==> config.mk <==
export PLATFORM = sky130hd
export DESIGN_NAME = writeback_regfile_block_flat
export DESIGN_NICKNAME = d
export VERILOG_FILES = /design/src/rtl/writeback_regfile_block_pkg.sv /design/src/rtl/writeback_regfile_block_if.sv /design/src/rtl/writeback_regfile_block_regfile_2r1w.sv /design/src/rtl/writeback_regfile_block.sv /design/src/flat_wrapper.sv
export SDC_FILE = /design/constraint.sdc
export NUM_CORES = 1
export LEC_CHECK = 0
export BUFFER_PORTS_ARGS = -buffer_cell sky130_fd_sc_hd__buf_2
export CAP_MARGIN = 30
export CORE_AREA = 5 5 231 233
export CTS_BUF_LIST = sky130_fd_sc_hd__clkbuf_16
export CTS_CLUSTER_SIZE = 28
export DETAILED_ROUTE_END_ITERATION = 7
export DIE_AREA = 0 0 236 238
export SLEW_MARGIN = 20
export SYNTH_ARGS = -nofsm -noshare
export SYNTH_HDL_FRONTEND = slang
export SYNTH_SLANG_ARGS = --single-unit
==> constraint.sdc <==
create_clock -name clk4 -period 19.51 [get_ports clk4]
set_clock_uncertainty 0.2 [all_clocks]
set_input_delay 4.8775 -clock clk4 [delete_from_list [all_inputs] [get_ports clk4]]
set_output_delay 4.8775 -clock clk4 [all_outputs]
set_load 0.01 [all_outputs]
==> src/rtl/writeback_regfile_block_pkg.sv <==
// Shared widths, types and the read-port bypass helper for the write-back / register-file block.
package writeback_regfile_block_pkg;

    localparam int DATA_W = 8;
    localparam int ADDR_W = 5;
    localparam int CNT_W  = 16;
    localparam int NREGS  = 2 ** ADDR_W;

    localparam logic [ADDR_W-1:0] REG_ZERO = '0;

    typedef logic [DATA_W-1:0] data_t;
    typedef logic [ADDR_W-1:0] addr_t;
    typedef logic [CNT_W-1:0]  cnt_t;

    typedef struct packed {
        data_t ans;
        addr_t rw;
        logic  en;
    } wb_stage_t;

    // R0 reads zero; otherwise the pending write-back wins over stored data.
    function automatic data_t rd_port(addr_t idx, wb_stage_t stg, data_t rf);
        if (idx == REG_ZERO)
            return '0;
        else if (stg.en && stg.rw == idx)
            return stg.ans;
        else
            return rf;
    endfunction

endpackage

==> src/rtl/writeback_regfile_block_if.sv <==
// Memory-stage input, decode read ports and write-back outputs of the block.
interface writeback_regfile_block_if;
    import writeback_regfile_block_pkg::*;

    data_t mux_ans_dm;
    addr_t RW_dm;
    logic  wb_en_dm;
    logic  stall;
    addr_t rs_addr;
    addr_t rt_addr;
    data_t A_out;
    data_t B_out;
    data_t ans_wb;
    addr_t RW_wb;
    logic  wb_en_wb;
    cnt_t  retire_cnt;

    modport slave (
        input  mux_ans_dm, RW_dm, wb_en_dm, stall, rs_addr, rt_addr,
        output A_out, B_out, ans_wb, RW_wb, wb_en_wb, retire_cnt
    );

    modport master (
        output mux_ans_dm, RW_dm, wb_en_dm, stall, rs_addr, rt_addr,
        input  A_out, B_out, ans_wb, RW_wb, wb_en_wb, retire_cnt
    );

endinterface

==> src/rtl/writeback_regfile_block_regfile_2r1w.sv <==
// 2**ADDR_W x DATA_W register file: one write port (R0 guarded), two combinational read ports.
module writeback_regfile_block_regfile_2r1w
    import writeback_regfile_block_pkg::*;
(
    input  logic  clk4,
    input  logic  rst,
    input  logic  we_i,
    input  addr_t waddr_i,
    input  data_t wdata_i,
    input  addr_t raddr_a_i,
    input  addr_t raddr_b_i,
    output data_t rdata_a_o,
    output data_t rdata_b_o
);

    logic [NREGS-1:0][DATA_W-1:0] regs_q;

    always_ff @(posedge clk4 or posedge rst) begin
        if (rst)
            regs_q <= '0;
        else if (we_i && waddr_i != REG_ZERO)
            regs_q[waddr_i] <= wdata_i;
    end

    assign rdata_a_o = (raddr_a_i == REG_ZERO) ? '0 : regs_q[raddr_a_i];
    assign rdata_b_o = (raddr_b_i == REG_ZERO) ? '0 : regs_q[raddr_b_i];

endmodule

==> src/rtl/writeback_regfile_block.sv <==
// Write-back stage: registers the memory-stage result, commits it to the register file,
// and serves two decode read ports with same-cycle bypass of the pending write.
module writeback_regfile_block
    import writeback_regfile_block_pkg::*;
(
    input  logic                       clk4,
    input  logic                       rst,
    writeback_regfile_block_if.slave   bus
);

    wb_stage_t stage_q, stage_d;
    cnt_t      cnt_q, cnt_d;
    logic      commit;
    data_t     rf_a, rf_b;

    // A stalled stage holds its pending write; it commits on the first non-stall edge.
    assign commit = stage_q.en & ~bus.stall;

    always_comb begin
        stage_d = stage_q;
        cnt_d   = cnt_q;
        if (!bus.stall) begin
            stage_d.ans = bus.mux_ans_dm;
            stage_d.rw  = bus.RW_dm;
            stage_d.en  = bus.wb_en_dm;
        end
        if (commit)
            cnt_d = cnt_q + cnt_t'(1);
    end

    always_ff @(posedge clk4 or posedge rst) begin
        if (rst) begin
            stage_q <= '0;
            cnt_q   <= '0;
        end else begin
            stage_q <= stage_d;
            cnt_q   <= cnt_d;
        end
    end

    writeback_regfile_block_regfile_2r1w u_rf (
        .clk4      (clk4),
        .rst       (rst),
        .we_i      (commit),
        .waddr_i   (stage_q.rw),
        .wdata_i   (stage_q.ans),
        .raddr_a_i (bus.rs_addr),
        .raddr_b_i (bus.rt_addr),
        .rdata_a_o (rf_a),
        .rdata_b_o (rf_b)
    );

    assign bus.A_out      = rd_port(bus.rs_addr, stage_q, rf_a);
    assign bus.B_out      = rd_port(bus.rt_addr, stage_q, rf_b);
    assign bus.ans_wb     = stage_q.ans;
    assign bus.RW_wb      = stage_q.rw;
    assign bus.wb_en_wb   = stage_q.en;
    assign bus.retire_cnt = cnt_q;

endmodule

==> src/flat_wrapper.sv <==
// flat-port wrapper written by rule: the top's interface ports become plain ports
module writeback_regfile_block_flat import writeback_regfile_block_pkg::*;
  (clk4, rst, bus_mux_ans_dm, bus_RW_dm, bus_wb_en_dm, bus_stall, bus_rs_addr, bus_rt_addr, bus_A_out, bus_B_out, bus_ans_wb, bus_RW_wb, bus_wb_en_wb, bus_retire_cnt);
  writeback_regfile_block_if bus_i ();
  input  logic clk4;
  input  logic rst;
  input wire logic [$bits(bus_i.mux_ans_dm)-1:0] bus_mux_ans_dm;
  input wire logic [$bits(bus_i.RW_dm)-1:0] bus_RW_dm;
  input wire logic [$bits(bus_i.wb_en_dm)-1:0] bus_wb_en_dm;
  input wire logic [$bits(bus_i.stall)-1:0] bus_stall;
  input wire logic [$bits(bus_i.rs_addr)-1:0] bus_rs_addr;
  input wire logic [$bits(bus_i.rt_addr)-1:0] bus_rt_addr;
  output wire logic [$bits(bus_i.A_out)-1:0] bus_A_out;
  output wire logic [$bits(bus_i.B_out)-1:0] bus_B_out;
  output wire logic [$bits(bus_i.ans_wb)-1:0] bus_ans_wb;
  output wire logic [$bits(bus_i.RW_wb)-1:0] bus_RW_wb;
  output wire logic [$bits(bus_i.wb_en_wb)-1:0] bus_wb_en_wb;
  output wire logic [$bits(bus_i.retire_cnt)-1:0] bus_retire_cnt;
  assign bus_i.mux_ans_dm = bus_mux_ans_dm;
  assign bus_i.RW_dm = bus_RW_dm;
  assign bus_i.wb_en_dm = bus_wb_en_dm;
  assign bus_i.stall = bus_stall;
  assign bus_i.rs_addr = bus_rs_addr;
  assign bus_i.rt_addr = bus_rt_addr;
  assign bus_A_out = bus_i.A_out;
  assign bus_B_out = bus_i.B_out;
  assign bus_ans_wb = bus_i.ans_wb;
  assign bus_RW_wb = bus_i.RW_wb;
  assign bus_wb_en_wb = bus_i.wb_en_wb;
  assign bus_retire_cnt = bus_i.retire_cnt;
  writeback_regfile_block u_core (.clk4(clk4), .rst(rst), .bus(bus_i));
endmodule
; Word level (Yosys, flattened, before mapping)
; Cells that the tools add are included.
[word_totals]
reg_bits = 286
output_inout_bits = 46
input_bits = 27
elab_cells = 63
[classes]
addsub = 1
reduce_logical = 7
n_bitwise = 2
magnitude_cmp = 4
eq_ne = 2
muxes = 11
[op_table]
columns = cell, count
row1 = bitwise mux 256 bit, 1
row2 = binary-select mux 8 bit (select 5 bit), 2
row3 = 2-to-1 mux 8 bit, 7
row4 = demux 8 bit (select 5 bit), 1
row5 = "< comparator 5 x 6 -> 1 bit, second input constant", 3
row6 = "adder 16 x 1 -> 16 bit, second input constant", 1
row7 = equality test 5 bit, 2
row8 = logical NOT 5 bit, 2
row9 = ">= comparator 5 x 1 -> 1 bit, second input constant", 1
row10 = nonzero test 5 bit, 1
row11 = logical AND 1 bit, 4
row12 = AND 1 bit, 1
row13 = inverter 1 bit, 1

; Depth between registers and ports, before layout
; Gate-level depths: netlist of the first run.
[depth]
word_depth = 5
depth_mapped = 9
ltp_nobuf = 5

; Modules after synthesis
; From an unflattened synthesis of the first run, not the netlist that was laid out.
[hier_totals]
hier_cells = 1139
hier_area_um2 = 16099.2
[modules_own_cells]
columns = mod, cells_per_inst, seq_area_each_um2, area_per_inst_um2, instances
row1 = writeback_regfile_block_regfile_2r1w, 979, 6406.1, 14398.8, 1
row2 = writeback_regfile_block, 160, 750.7, 1700.4, 1

; Worst setup path before layout of the first run
; OpenSTA, ideal clock, no wires.
[synth_timing]
path_type = input-to-output
startpoint = input bus_rs_addr[0]
endpoint = output bus_A_out[5]
t_arrival_ns = 6.369
path_stages = 8
t_required_ns = 14.432
setup_slack_ns = 8.064
n_path_buf = 3
cell_sequence = buf_4 > buf_6 > buf_8 > mux2i_1 > a22oi_1 > a21oi_1 > or4_1 > a21oi_1
[synth_between]
elab_chain_cells = 4
word_cells_on_any_way = 7
cone_classes = eq/ne: 1 / mux: 4 / reduce/logical: 2
[synth_lines]
columns = item, line
row1 = "start, declared", flat_wrapper.sv:11  ; input wire logic [$bits(bus_i.rs_addr)-1:0] bus_rs_addr;
row2 = binary-select mux 8 bit (select 5 bit) or equality test 5 bit (tied branches), "writeback_regfile_block_regfile_2r1w.sv:25, writeback_regfile_block_pkg.sv:25"
row3 = 2-to-1 mux 8 bit (implied by the code) or logical AND 1 bit (tied branches), "writeback_regfile_block_regfile_2r1w.sv:25, writeback_regfile_block_pkg.sv:25"
row4 = 2-to-1 mux 8 bit, writeback_regfile_block_pkg.sv:25  ; else if (stg.en && stg.rw == idx)
row5 = 2-to-1 mux 8 bit *, writeback_regfile_block_pkg.sv:23  ; if (idx == REG_ZERO)
row6 = "end, declared", flat_wrapper.sv:13  ; output wire logic [$bits(bus_i.A_out)-1:0] bus_A_out;
; Mark *: on every way between the ends. The rest lies on a longest branch, timed or not. The select of a mux whose other input is x is not followed.

; Final worst setup path of the first run
[layout_timing]
startpoint = input bus_rt_addr[0]
endpoint = output bus_B_out[1]
[layout_between]
elab_chain_cells = 4
word_cells_on_any_way = 7
cone_classes = eq/ne: 1 / mux: 4 / reduce/logical: 2
[layout_lines]
columns = item, line
row1 = "start, declared", flat_wrapper.sv:12  ; input wire logic [$bits(bus_i.rt_addr)-1:0] bus_rt_addr;
row2 = binary-select mux 8 bit (select 5 bit) or equality test 5 bit (tied branches), "writeback_regfile_block_regfile_2r1w.sv:26, writeback_regfile_block_pkg.sv:25"
row3 = 2-to-1 mux 8 bit (implied by the code) or logical AND 1 bit (tied branches), "writeback_regfile_block_regfile_2r1w.sv:26, writeback_regfile_block_pkg.sv:25"
row4 = 2-to-1 mux 8 bit, writeback_regfile_block_pkg.sv:25
row5 = 2-to-1 mux 8 bit *, writeback_regfile_block_pkg.sv:23
row6 = "end, declared", flat_wrapper.sv:14  ; output wire logic [$bits(bus_i.B_out)-1:0] bus_B_out;
; Marked as above.

==> impl_metrics.json, run 1 <==
{
  "route.vias.total": 11100,
  "synth-main-ff-cell": "sky130_fd_sc_hd__dfrtp_1",
  "timing.critical_path.from_type": "primary input",
  "leakage_uw": 0.00837,
  "vias_per_cell": 5.52,
  "avgSynthCellArea_um2": 12.2,
  "crit_type": "in -> out",
  "ys_types": 39,
  "design.final.nets": 1332,
  "min_path_type": "reg -> reg",
  "final.setup.tns_ps": 0,
  "critical_path.max_fanout": 54,
  "cts-htree-levels": 2,
  "power.density_nw_per_um2": 103,
  "hold_viol_final": 0,
  "period_utilization_post_route": 0.696,
  "cts_max_path_buffers": 3,
  "maxSlewViolCount": 0,
  "ys_seq_area_frac": 0.458,
  "postCtsSetupRepairBufs": 0,
  "drive_gt1_frac": 0.253,
  "end_kind": "output port",
  "max-cap-violations": 0,
  "ys_ff_latch": 286,
  "floorplan.io_pins": 73,
  "timing.max_slew.rel_slack": 0.341,
  "ys_async_sr_fraction": 1.00,
  "die_height_um": 238,
  "standard_cell_core_area_um2": 51000,
  "dieArea_um2": 56200,
  "final_util": 0.345,
  "detailedPlacementHpwl_mm": 30.4,
  "largest_stage_delay_on_the_critical_path_ps": 850,
  "initial_util": 0.307,
  "grt_setup_unrepaired": "false",
  "root_buffer": "sky130_fd_sc_hd__clkbuf_16",
  "setup_viol_count_final": 0,
  "netlist_instances": 1280,
  "fmax_mhz": 73.7,
  "grtUsageTotal": 0.165,
  "cell_by_cell_listing_of_the_critical_path": "buf_6 -> buf_4 -> buf_4 -> mux2i_1 -> a22oi_1 -> a21oi_1 -> or4_1 -> a21oi_1 -> buf_2",
  "worstMarginPinSlew_ps": 989,
  "kind_of_cell_adding_the_most_delay_to_the_critical_path": "buffers and inverters",
  "run_status": "complete, no violations",
  "drt_pass1_iterations": 5,
  "arrival_ps": 8500,
  "placement.io_buffers": 72,
  "synthesis.yosys.warnings": 0,
  "die_span_in_x_um": 236,
  "tritoncts_clock_tree": "done",
  "hold_buffers": 0,
  "fp-row-count": 83,
  "post_synth_instance_area_um2": 15600,
  "numClockSinks": 286,
  "drt-wirelength-per-cell_um": 23.9,
  "timing.final.crit_period_ps": 13580,
  "multi_input_comb_area_um2": 7890,
  "critPathSlowestCell": "sky130_fd_sc_hd__buf_4",
  "grt_pass1_vias": 11100,
  "antenna_found_initial": 0,
  "max_ir_drop_vdd_v": 0.0000698,
  "seqCellArea_um2": 7160,
  "final.fill_count": 4985,
  "post_cts_resize_count": 0,
  "drt_drc_violations_left": 0,
  "first_pass_grt_wire_length_mm": 72.2,
  "cp_data_required_time_ps": 14430,
  "finalWeightedCongestion": 0.880,
  "synth-edff-count": 0,
  "cts_inserted_buffers": 35,
  "path_buf_inv": 4,
  "clk_latency_ps": 540,
  "final_global_route_overflow_total": 0,
  "grt_start_max_net_pins": 73,
  "worst_setup_hold_path_clk_slew_ps": 50,
  "ant_nets": 0,
  "postRouteWirelength_mm": 48.0,
  "number_of_violations_reported_at_the_end_of_detailed_routing_iteration_0": 991,
  "synth_nets": 1308,
  "area.growth.synth_to_final_pct": 12.7
}
cell usage after synthesis (11+ instances only):
cell	number	area [µm²]
sky130_fd_sc_hd__nand2_1	28	105
sky130_fd_sc_hd__buf_6	11	124
sky130_fd_sc_hd__mux2_2	169	1900
sky130_fd_sc_hd__a21oi_1	80	400
sky130_fd_sc_hd__dfrtp_1	286	7160
sky130_fd_sc_hd__xnor2_1	15	131
sky130_fd_sc_hd__a22oi_1	128	961
sky130_fd_sc_hd__mux2_1	93	1050
sky130_fd_sc_hd__clkbuf_1	75	282
sky130_fd_sc_hd__mux2i_1	256	2560
sky130_fd_sc_hd__or4_1	16	120
sky130_fd_sc_hd__buf_4	11	82.6
layout by cell type, fill, tap and decap left out, drive strengths merged:
cell,count
dfrtp,286
mux2,262
mux2i,256
a22oi,128
buf,99
a21oi,80
clkbuf,36
nand2,28
nor2,22
or4,16
o21ai,16
xnor2,15
clkinv,11
xor2,10
inv,10
nand3,9
nand2b,5
nor2b,5
and3,4
nor3b,4
nand3b,3
and2,3
and4,3
nand4,3
or2,3
nor3,2
nor4,2
bufinv,2
diode,1
or3,1
ha,1
clkinvlp,1
power breakdown:
part           switching [µW]  internal (µW)  total, µW
sequential                106            720        826
combinational             188            186        375
clock                     256            359        616
total                     551           1270       1820
cells by family after synthesis:
logic type | after synthesis | share of synthesized area
AOI/OAI and AO/OA | 224 | 0.0922
adders and majority gates | 1 | 0.000800
xor gates and xnor gates | 25 | 0.0140
muxes | 518 | 0.353
and+or+nand+nor | 113 | 0.0440
DFF | 286 | 0.458
buffers and inverters | 113 | 0.0383
path summary, 6_finish.rpt:
| kind | start | end | slack, ps | cells past startpoint |
|---|---|---|---|---|
| max | bus_rt_addr[0] | bus_B_out[1] | 5930 | 9 |
| min | u_core.u_rf.regs_q[6]$_DFFE_PP0P_ | u_core.u_rf.regs_q[6]$_DFFE_PP0P_ | 200 | 0 |
| max reg2reg | u_core.bus.wb_en_wb$_DFFE_PP0N_ | u_core.u_rf.regs_q[248]$_DFFE_PP0P_ | 16660 | 4 |
| min reg2reg | u_core.u_rf.regs_q[6]$_DFFE_PP0P_ | u_core.u_rf.regs_q[6]$_DFFE_PP0P_ | 200 | 0 |
| max in group asynchronous | rst | u_core.u_rf.regs_q[240]$_DFFE_PP0P_ | 13740 | 4 |
| min in group asynchronous | rst | u_core.u_rf.regs_q[63]$_DFFE_PP0P_ | 4200 | 2 |
flip-flops by register name (all words and copies together), names as in the netlist:
signal,flops
u_core.bus.ans_wb,8
u_core.bus.RW_wb,5
u_core.u_rf.regs_q,256
u_core.bus.retire_cnt,16
u_core.bus.wb_en_wb,1
final cells by class:
class | instances | area share
clock inverters | 23 | 0.00924
inverters | 1 | 0.000640
diodes | 1 | 0.000142
repair buffers | 99 | 0.0361
clock buffers | 36 | 0.0512
well taps | 680 | 0.0483
multi-input cells | 881 | 0.448
flip-flops and latches | 286 | 0.406
layer usage:
metal,track usage,share of wire,vias to the layer above
met1,0.233,0.46,5735
met2,0.257,0.45,427
met5,0,0,-
li1,-,-,4823
met4,0.0537,0.029,0
met3,0.0311,0.067,90
per-stage QoR:
stage               cell area, µm²  setup slack [ps]  hold WS (ps)  total power, µW  instances
global placement             16500              6000           184             1190       1943
finish                       17600              5930           199             1820       2007
global route                 17600              5810           215             1900       2006
detailed placement           16500              5970           188             1200       1944
CTS                          17500              5970           203             1820       2003
floorplan                    15600              6540           249             1080       1280
(Power assumes the default switching activity.)
==> inputs of run 2 (changes only) <==
==> constraint.sdc (replaced) <==
create_clock -name clk4 -period 12 [get_ports clk4]
set_clock_uncertainty 0.2 [all_clocks]
set_input_delay 3 -clock clk4 [delete_from_list [all_inputs] [get_ports clk4]]
set_output_delay 3 -clock clk4 [all_outputs]
set_load 0.01 [all_outputs]
==> run 2 against run 1 <==
Effect of this change: flip-flop and latch count unchanged; sequential share of layout area is essentially flat; first-iteration DRC count decreased by 12%; setup slack lost 3100 ps; clock power rose by 62%.
==> impl_metrics.json, run 2 (synthesis results as in run 1) <==
{
  "cts_max_path_buffers": 3,
  "cp_data_required_time_ps": 8800,
  "postRouteWirelength_mm": 47.8,
  "vias_per_cell": 5.49,
  "leakage_uw": 0.00836,
  "final_global_route_overflow_total": 0,
  "timing.critical_path.from_type": "primary input",
  "numClockSinks": 286,
  "cell_area_reported_after_detailed_placement_um2": 16500,
  "power_frac_seq": 0.456,
  "timing.max_slew.rel_slack": 0.317,
  "finish.instance_area_um2": 17600,
  "worst_r2r_path_depth": 4,
  "placement.io_buffers": 72,
  "swShare": 0.301,
  "regMostFlops": "u_core.u_rf.regs_q",
  "initial_util": 0.307,
  "r2r_end": "u_core.u_rf.regs_q[216]$_DFFE_PP0P_",
  "drt_drc_violations_left": 0,
  "worst_setup_hold_path_clk_slew_ps": 50,
  "final.setup.tns_ps": 0,
  "finalWeightedCongestion": 0.889,
  "layout.cells.most_common_list": "286 x sky130_fd_sc_hd__dfrtp_1, 256 x sky130_fd_sc_hd__mux2i_1, 169 x sky130_fd_sc_hd__mux2_2, 128 x sky130_fd_sc_hd__a22oi_1, 93 x sky130_fd_sc_hd__mux2_1",
  "standard_cell_core_area_um2": 51000,
  "root_buffer": "sky130_fd_sc_hd__clkbuf_16",
  "max-cap-violations": 0,
  "drt_pass1_iterations": 7,
  "clock_power_share": 0.339,
  "timing.critical_path.to": "bus_A_out[1]",
  "end_kind": "output port",
  "cts-htree-levels": 2,
  "drt-wirelength-per-cell_um": 23.8,
  "area.growth.synth_to_final_pct": 12.7,
  "design.final.nets": 1329,
  "regToRegStartpoint": "u_core.bus.wb_en_wb$_DFFE_PP0N_",
  "hold_viol_final": 0,
  "antenna_found_initial": 5,
  "grt_pass1_vias": 10900,
  "route.vias.total": 11000,
  "timing.final.crit_period_ps": 9180,
  "max_ir_drop_vdd_v": 0.000107,
  "die_span_in_x_um": 236,
  "intPower_uw": 2070,
  "final.fill_count": 4973,
  "fp-row-count": 83,
  "first_pass_grt_wire_length_mm": 71.8,
  "grt_start_max_net_pins": 185,
  "ant_nets": 0,
  "power_switching_uw": 891,
  "number_of_violations_reported_at_the_end_of_detailed_routing_iteration_0": 875,
  "crit_type": "in -> out",
  "tritoncts_clock_tree": "done",
  "crit_path_start": "bus_rs_addr[0]",
  "postCtsSetupRepairBufs": 0,
  "post_cts_resize_count": 0,
  "setup_viol_count_final": 0,
  "dieArea_um2": 56200,
  "worstMarginPinSlew_ps": 1030,
  "fmax_mhz": 109,
  "period_utilization_post_route": 0.765,
  "detailedPlacementHpwl_mm": 31.3,
  "most_common_cell_after_layout_fill_and_taps_aside": "sky130_fd_sc_hd__dfrtp_1",
  "power.share.combinational": 0.206,
  "die_height_um": 238,
  "run_status": "complete, no violations",
  "hold_buffers": 0,
  "cts_inserted_buffers": 34,
  "reg2reg_setup_slack_ps": 8980,
  "grtUsageTotal": 0.165,
  "critical_path.max_fanout": 70,
  "arrival_ps": 5980,
  "maxSlewViolCount": 0,
  "drive_gt1_frac": 0.254,
  "power.density_nw_per_um2": 168,
  "clk_latency_ps": 520,
  "largest_register_ffs": 256,
  "min_path_type": "reg -> reg",
  "grt_setup_unrepaired": "false",
  "floorplan.io_pins": 73
}
## run 2: cell types whose count changed in the layout (fill, tap and decap cells not counted)
cell,delta
sky130_fd_sc_hd__buf_12,+2
sky130_fd_sc_hd__buf_16,-1
sky130_fd_sc_hd__buf_4,-4
sky130_fd_sc_hd__buf_6,+1
sky130_fd_sc_hd__clkbuf_16,+1
sky130_fd_sc_hd__clkinv_1,-2
sky130_fd_sc_hd__clkinv_2,+3
sky130_fd_sc_hd__clkinv_8,-1
sky130_fd_sc_hd__inv_1,-1
sky130_fd_sc_hd__inv_6,-1
sky130_fd_sc_hd__nor2_2,-1
sky130_fd_sc_hd__nor2_4,+1
## run 2: worst min path at each step
stage                                      start                                 to  slack, ps  cells after the start
3_5_place_dp   u_core.u_rf.regs_q[1]$_DFFE_PP0P_  u_core.u_rf.regs_q[1]$_DFFE_PP0P_        190                      0
2_1_floorplan  u_core.u_rf.regs_q[0]$_DFFE_PP0P_  u_core.u_rf.regs_q[0]$_DFFE_PP0P_        250                      1
4_1_cts        u_core.u_rf.regs_q[3]$_DFFE_PP0P_  u_core.u_rf.regs_q[3]$_DFFE_PP0P_        200                      0
3_3_place_gp   u_core.u_rf.regs_q[3]$_DFFE_PP0P_  u_core.u_rf.regs_q[3]$_DFFE_PP0P_        190                      0
5_1_grt        u_core.u_rf.regs_q[1]$_DFFE_PP0P_  u_core.u_rf.regs_q[1]$_DFFE_PP0P_        220                      0
6_report       u_core.u_rf.regs_q[3]$_DFFE_PP0P_  u_core.u_rf.regs_q[3]$_DFFE_PP0P_        200                      0
## run 2: stage by stage
stage          setup slack, ps  utilization  instances  hold slack (ps)  total power [µW]
2_1_floorplan              908            -       1280              249              1760
3_3_place_gp              2930        0.323       1941              185              1940
3_5_place_dp              2920        0.324       1943              191              1970
4_1_cts                   2910        0.345       2001              203              2980
5_1_grt                   2740        0.345       2003              217              3100
6_report                  2820        0.345       2004              200              2960
## run 2: area by class of cell
class | instances | area, µm² | share of cell area
inverter | 1 | 11.3 | 0.000639
clock buffer | 37 | 926 | 0.0526
antenna | 1 | 2.50 | 0.000142
timing repair buffer | 97 | 629 | 0.0357
multi-input combinational | 881 | 7890 | 0.448
sequential | 286 | 7160 | 0.406
tap | 680 | 851 | 0.0483
clock inverter | 21 | 141 | 0.00803
## run 2: worst max-delay path, cell delays in order
cell                      delay, ps
sky130_fd_sc_hd__buf_6          590
sky130_fd_sc_hd__buf_4          490
sky130_fd_sc_hd__mux2i_1        140
sky130_fd_sc_hd__a22oi_1        210
sky130_fd_sc_hd__a21oi_1        150
sky130_fd_sc_hd__or4_1          550
sky130_fd_sc_hd__a21oi_1        400
sky130_fd_sc_hd__buf_2          230
## run 2: power groups by stage
| stage | Combinational [µW] | Clock (µW) | Sequential, µW |
|---|---|---|---|
| final | 608 | 1000 | 1350 |
| after floorplan | 455 | 0 | 1310 |
| after CTS | 609 | 1020 | 1340 |
| after global placement | 590 | 0 | 1350 |
| after global routing | 664 | 1060 | 1380 |
| after detailed placement | 607 | 0 | 1360 |
## run 2: per-layer routing
| layer | vias to the layer above | track usage | wire (µm) | part of all wire |
|---|---|---|---|---|
| met5 | - | 0 | 49 | 0.0010 |
| met4 | 8 | 0.0535 | 1360 | 0.028 |
| met3 | 97 | 0.0410 | 3600 | 0.075 |
| met2 | 392 | 0.252 | 21600 | 0.45 |
| met1 | 5670 | 0.230 | 21200 | 0.44 |
| li1 | 4827 | - | - | - |
